`config.mk`:
```
export PLATFORM = sky130hd
export DESIGN_NAME = fetch_unit
export DESIGN_NICKNAME = d
export VERILOG_FILES = /design/src/rtl/fetch_unit.sv
export SDC_FILE = /design/constraint.sdc
export NUM_CORES = 1
export LEC_CHECK = 0
export CELL_PAD_IN_SITES_DETAIL_PLACEMENT = 0
export CELL_PAD_IN_SITES_GLOBAL_PLACEMENT = 1
export CORE_MARGIN = 5
export CORE_UTILIZATION = 25
export DETAILED_ROUTE_END_ITERATION = 7
export PLACE_DENSITY = 0.87
export SLEW_MARGIN = 15
export SYNTH_ARGS = -nofsm -noshare
export SYNTH_HDL_FRONTEND = slang
export SYNTH_SLANG_ARGS = --single-unit
```
`constraint.sdc`:
```
create_clock -name CLK -period 6.4 [get_ports CLK]
set_input_delay 0.96 -clock CLK [delete_from_list [all_inputs] [get_ports CLK]]
set_output_delay 0.96 -clock CLK [all_outputs]
set_load 0.02 [all_outputs]
```
`src/rtl/fetch_unit.sv`:
```
// fetch_unit: instruction-fetch stage and producer side of the IF/ID latch.
//
// Owns the PC, requests instructions from the icache, and drives the IF/ID
// latch data (imemaddr, instr, next_addr) and controls (fd_enable, fd_flush).
// Every cycle with fd_enable=1 presents either a real instruction (fd_flush=0,
// data valid) or a flush, so the latch never captures stale data.
//
// Ports:
//   CLK, nRST            clock, asynchronous active-low reset
//   ihit, imemload       icache hit and instruction word
//   imemREN, imemaddr    icache read enable and fetch address
//   instr, next_addr     IF/ID latch data inputs (instruction, pc+4)
//   enable               pipeline-advance permission from the hazard unit
//   redirect, redirect_pc  downstream taken branch/jump and its target
//   halt                 downstream committed halt
//   fd_enable, fd_flush  IF/ID latch enable and flush
//   halted               sticky: fetch stopped until reset
//
// Optional feature: define FETCH_SKID_EN to add a one-entry skid buffer that
// holds an instruction returned during a stall, so the icache is not
// re-requested while the pipeline is stalled.

module fetch_unit #(
    parameter int unsigned          ADDR_W  = 32,
    parameter logic [ADDR_W-1:0]    PC_INIT = '0
) (
    input  logic              CLK,
    input  logic              nRST,
    input  logic              ihit,
    input  logic [31:0]       imemload,
    output logic              imemREN,
    output logic [ADDR_W-1:0] imemaddr,
    output logic [31:0]       instr,
    output logic [ADDR_W-1:0] next_addr,
    input  logic              enable,
    input  logic              redirect,
    input  logic [ADDR_W-1:0] redirect_pc,
    input  logic              halt,
    output logic              fd_enable,
    output logic              fd_flush,
    output logic              halted
);

    typedef enum logic [1:0] {
        StRun      = 2'd0,
        StFlushing = 2'd1,
        StHalted   = 2'd2
    } state_e;

    state_e            state_q, state_d;
    logic [ADDR_W-1:0] pc_q, pc_d;
    // Flush owed to the latch: halt was accepted while the pipeline was stalled.
    logic              pend_q, pend_d;

    logic [ADDR_W-1:0] pc_plus4;
    logic [ADDR_W-1:0] redir_tgt;

    assign pc_plus4  = pc_q + ADDR_W'(4);
    assign redir_tgt = {redirect_pc[ADDR_W-1:2], 2'b00};
    assign imemaddr  = pc_q;
    assign next_addr = pc_plus4;
    assign halted    = (state_q == StHalted);

`ifdef FETCH_SKID_EN
    logic [31:0] skid_q, skid_d;
    logic        skid_valid_q, skid_valid_d;
`endif

    always_comb begin
        state_d   = state_q;
        pc_d      = pc_q;
        pend_d    = pend_q;
        imemREN   = 1'b1;
        fd_enable = 1'b0;
        fd_flush  = 1'b0;
        instr     = ihit ? imemload : 32'h0;
`ifdef FETCH_SKID_EN
        skid_d       = skid_q;
        skid_valid_d = skid_valid_q;
`endif

        case (state_q)
            StRun: begin
`ifdef FETCH_SKID_EN
                if (skid_valid_q) begin
                    instr = skid_q;
                end
`endif
                if (halt) begin
                    state_d   = StHalted;
                    fd_enable = enable;
                    fd_flush  = 1'b1;
                    pend_d    = ~enable;
`ifdef FETCH_SKID_EN
                    skid_valid_d = 1'b0;
`endif
                end else if (redirect) begin
                    // Old-pc instruction is dropped: flush rather than latch it.
                    pc_d      = redir_tgt;
                    fd_enable = enable;
                    fd_flush  = 1'b1;
                    if (!enable) begin
                        state_d = StFlushing;
                    end
`ifdef FETCH_SKID_EN
                    skid_valid_d = 1'b0;
                end else if (skid_valid_q) begin
                    imemREN = 1'b0;
                    if (enable) begin
                        fd_enable    = 1'b1;
                        pc_d         = pc_plus4;
                        skid_valid_d = 1'b0;
                    end
`endif
                end else if (enable) begin
                    fd_enable = 1'b1;
                    if (ihit) begin
                        pc_d = pc_plus4;
                    end else begin
                        fd_flush = 1'b1;  // bubble: no valid instruction this cycle
                    end
`ifdef FETCH_SKID_EN
                end else if (ihit) begin
                    skid_d       = imemload;
                    skid_valid_d = 1'b1;
`endif
                end
            end

            StFlushing: begin
                // pc already holds the target; push one flush into the latch.
                fd_flush  = 1'b1;
                fd_enable = enable;
                if (halt) begin
                    state_d = StHalted;
                    pend_d  = ~enable;
                end else begin
                    if (redirect) begin
                        pc_d = redir_tgt;
                    end
                    if (enable) begin
                        state_d = StRun;
                    end
                end
            end

            StHalted: begin
                imemREN  = 1'b0;
                fd_flush = 1'b1;
                if (pend_q && enable) begin
                    fd_enable = 1'b1;
                    pend_d    = 1'b0;
                end
            end

            default: begin
                state_d = StRun;
            end
        endcase
    end

    always_ff @(posedge CLK or negedge nRST) begin
        if (!nRST) begin
            state_q <= StRun;
            pc_q    <= PC_INIT;
            pend_q  <= 1'b0;
        end else begin
            state_q <= state_d;
            pc_q    <= pc_d;
            pend_q  <= pend_d;
        end
    end

`ifdef FETCH_SKID_EN
    always_ff @(posedge CLK or negedge nRST) begin
        if (!nRST) begin
            skid_q       <= 32'h0;
            skid_valid_q <= 1'b0;
        end else begin
            skid_q       <= skid_d;
            skid_valid_q <= skid_valid_d;
        end
    end
`endif

endmodule

```
# [After elaboration in Yosys (flattened, before gate mapping)]
# Index checks and enable logic that the tools add are counted.
[totals] regBits=35 wordCells=55 in_bits=70
[op_classes] muxes=28 reduce_logical=9 addsub=1 bitwise=2 n_eq_ne=12
[ops] operator="$mux 32" n=7
[ops] operator="$pmux 32 s2" n=1
[ops] operator="$add 32x3->32 const B" n=1
[ops] operator="$ne 3x3->1 const B" n=5
[ops] operator="$mux 1" n=11
[ops] operator="$mux 2" n=5
[ops] operator="$ne 2x2->1 const B" n=3
[ops] operator="$pmux 2 s3" n=1
[ops] operator="$reduce_and 6->1" n=1
[ops] operator="$ne 2x1->1 const B" n=2
[ops] operator="$pmux 1 s2" n=2
[ops] operator="$reduce_and 4->1" n=1
[ops] operator="$reduce_bool 2->1" n=2
[ops] operator="$reduce_or 2->1" n=2
[ops] operator="$pmux 1 s3" n=1
[ops] operator="$reduce_and 3->1" n=1
[ops] operator="$eq 2x1->1 const B" n=1
[ops] operator="$eq 2x2->1 const B" n=1
[ops] operator="$logic_not 2->1" n=1
[ops] operator="$not 1->1" n=2
[ops] operator="$logic_and 1x1->1" n=1

# [Logic depth before layout (Yosys ltp)]
[depth] word_depth=6 depth_mapped=10

# [Worst setup path before layout]
# No wires, ideal clock.
[synth_path] path_type="reg2out" start="register pc_q[8], in the netlist imemaddr[8]" end="output port next_addr[31]" t_arrival_ns=2.239 path_slack_ns=3.201 path_stages_with_launch=7 path_cell_list="dfrtp_1 -> buf_2 -> nand4_1 -> nor4_2 -> nand2_2 -> or4_4 -> xnor2_1"
[synth_via] elab_chain_cells=1
[synth_lines] element="from (decl)" line_no="51" text="logic [ADDR_W-1:0] pc_q, pc_d;"
[synth_lines] element="from (signal assigned)" line_no="169" text="pc_q <= pc_d;"
[synth_lines] element="$add 32x3->32" line_no="58" text="assign pc_plus4 = pc_q + ADDR_W'(4);"
[synth_lines] element="to (decl)" line_no="34" text="output logic [ADDR_W-1:0] next_addr,"
# Every way passes these cells.

# [Worst setup path in the final report]
[layout_path] start="register pc_q[10], in the netlist imemaddr[10]" end="output port next_addr[31]"
# The elaborated chain is that of the path after synthesis.

==> results.sh <==
export IMPL_run_status="complete, no violations"
export IMPL_drtIter0Drc=116
export IMPL_num_vias=3243
export IMPL_grt_pass1_wl_um=16600
export IMPL_slowest_delay_ns=0.63
export IMPL_crit_buf_inv=1
export IMPL_hp_class="flip-flop to flip-flop"
export IMPL_h_tree_depth=2
export IMPL_ys_top_cells_by_area="dfrtp_1 30%, and2_1 7.6%, xnor2_1 6.9%"
export IMPL_path_clk_slew_ns=0.06
export IMPL_post_cts_buffers=0
export IMPL_root_buffer="clkbuf_8"
export IMPL_place_inst=630
export IMPL_grt_overflow=0
export IMPL_wl_um=10700
export IMPL_antenna_found_initial=0
export IMPL_critPathKind="flip-flop to output pin"
export IMPL_yosysSeqAreaShare=0.296
export IMPL_setup_tns_ns=0
export IMPL_grt_max_degree=43
export IMPL_hpwl_um=8300
export IMPL_finalWeightedCongestion=0.785
export IMPL_grt_use_total=0.154
export IMPL_drtAntennaViolNets=0
export IMPL_crit_fanout=9
export IMPL_cts_tree="built"
export IMPL_die_x_um=116
export IMPL_cts_sinks=33
export IMPL_avgSynthCellArea_um2=7.86
export IMPL_synth_edf_count=0
export IMPL_cts_buffer_depth=2
export IMPL_finClkSkew_ns=0.0105
export IMPL_arrival_ns=3.13
export IMPL_ir_worst_vdd_mv=0.288
export IMPL_postCtsResizedCells=0
export IMPL_crit_slowest_cell="clkdlybuf4s50_1"
export IMPL_synth_top_area_share=0.296
export IMPL_tightest_slew_ns=0.990
export IMPL_power_density_mw_per_mm2=434
export IMPL_synthFlopType="dfrtp_1"
export IMPL_netlist_instances=355
export IMPL_initial_core_util=0.256
export IMPL_wl_per_cell_um=16.7
export IMPL_coreArea_mm2=0.0109
export IMPL_placed_cell_area_mm2=0.00448
export IMPL_dieArea_mm2=0.0134
export IMPL_async_reset_ff_frac=1.00
export IMPL_crit_family="simple AND/OR/NAND/NOR gates"
export IMPL_synth_top_cell_by_area="dfrtp_1"
export IMPL_antenna_cells=0
export IMPL_via_per_inst=5.09
export IMPL_io_pins=170
export IMPL_clkLatencyLatePin_ns=0.28
export IMPL_cp_end_kind="output pin"
export IMPL_hold_buffers=0
export IMPL_synthesis_area_mm2=0.00279
export IMPL_ys_types=44
export IMPL_synth_ff_latch_count=33
export IMPL_grt_pass1_vias=3090
export IMPL_finalSetupViolCount=0
export IMPL_drive_above_1_share=0.0382
export IMPL_hold_viol=0
export IMPL_drc_errors=0
export IMPL_layout_nets=572
export IMPL_cts_buffers=5
export IMPL_fin_crit_sh=0.638
export IMPL_stdcell_count=637
export IMPL_postLayoutCellArea_mm2=0.00456
export IMPL_die_h_um=116
export IMPL_p_leak_nw=1.74
export IMPL_max_cap_violations=0
export IMPL_startpoint_type="flip-flop"
export IMPL_fmax_mhz=245
export IMPL_fin_util=0.419
export IMPL_syn_to_final_growth_pct=63.6
export IMPL_rows=38
export IMPL_crit_required_ns=5.44
export IMPL_yosysWarnings=0
export IMPL_rsz0062_at_grt="false"
export IMPL_min_period_ns=4.09
export IMPL_max_slew_margin_rel=0.338
export IMPL_path_cells="nand3_1 > nor4_2 > nand2_2 > or4_4 > xnor2_1 > clkdlybuf4s50_1"
export IMPL_drt_pass1_iter_count=4
export IMPL_portBuffers=163
export IMPL_fin_hold_ws_ns=0.520
export IMPL_slew_violations=0
## cell usage after synthesis, types with 2 or more instances
cell type	n
and2_1	34
dfrtp_1	33
nand3_1	33
nand2_1	28
clkbuf_1	23
xnor2_1	22
nor2_1	20
a21oi_1	19
o21ai_0	16
a32oi_1	13
and3_1	11
nand4_1	11
inv_1	9
o211ai_1	7
o22ai_1	7
or3_1	7
or4_1	6
xor2_1	6
buf_4	5
ha_1	5
a22oi_1	4
buf_2	4
nor3_1	3
nor4_1	3
a211oi_1	2
a2bb2oi_1	2
mux2i_1	2
o22a_1	2
o2bb2ai_1	2
o32a_1	2
## kinds of logic (layout without fill, tap and decap cells)
kind of cell,Yosys count,after routing,synth area share
and+or+nand+nor,166,166,0.332
AOI/OAI and AO/OA,79,79,0.189
buffers and inverters,41,180,0.0637
DFF,33,33,0.296
xor gates and xnor gates,28,28,0.0879
adders and majority gates,5,5,0.0224
muxes,2,2,0.00718
other,1,4,0.00134
## power by group
part,switching [mW],internal (mW),leakage (nW)
Sequential,0.192,0.305,0.367
Clock,0.0757,0.0854,0.0443
Combinational,0.691,0.630,1.33
## flip-flops by register name, indices dropped and copies added, names as in the netlist
name and cells:
imemaddr 30, pend_q 1, state_q 2
## final cells by class
cell class | instances | area (µm²)
fill | 1109 | 6320
multi-input combinational | 284 | 1810
timing repair buffer | 164 | 1630
sequential | 33 | 826
tap | 140 | 175
clock buffer | 7 | 86.3
inverter | 9 | 33.8
## per-stage QoR
step,setup slack (ns),power [mW]
final,2.31,1.98
after global routing,2.08,2.13
after CTS,2.22,2.00
after detailed placement,2.36,1.83
after global placement,2.34,1.81
after floorplan,3.20,1.22
## path summary, 6_finish.rpt
path	start	endpoint	slack, ns	cells after the start
setup / recovery	imemaddr[10]	next_addr[31]	2.31	6
max in group asynchronous	nRST	imemaddr[14]	5.12	1
setup reg to reg	state_q[1]	imemaddr[23]	3.73	7
min in group asynchronous	nRST	imemaddr[6]	0.76	1
hold reg to reg	pend_q	pend_q	0.52	1
hold / removal	pend_q	pend_q	0.52	1
## per-layer routing
layer / GRT usage / routed length [µm] / up-vias
met5: 0 / 0 / -
met2: 0.275 / 5290 / 148
met1: 0.190 / 4270 / 1522
met4: 0.0309 / 89 / 0
li1: - / - / 1568
met3: 0.0345 / 1010 / 5
## placed cells by master (no fill, tap or decap), types with 9 or more instances in the layout
cell / n
a21oi_1: 19
o21ai_0: 15
and3_1: 11
dfrtp_1: 33
xnor2_1: 22
a32oi_1: 13
and2_1: 34
inv_1: 9
clkdlybuf4s50_1: 162
nand4_1: 11
nand2_1: 28
nand3_1: 33
nor2_1: 19
(Power assumes the default switching activity.)
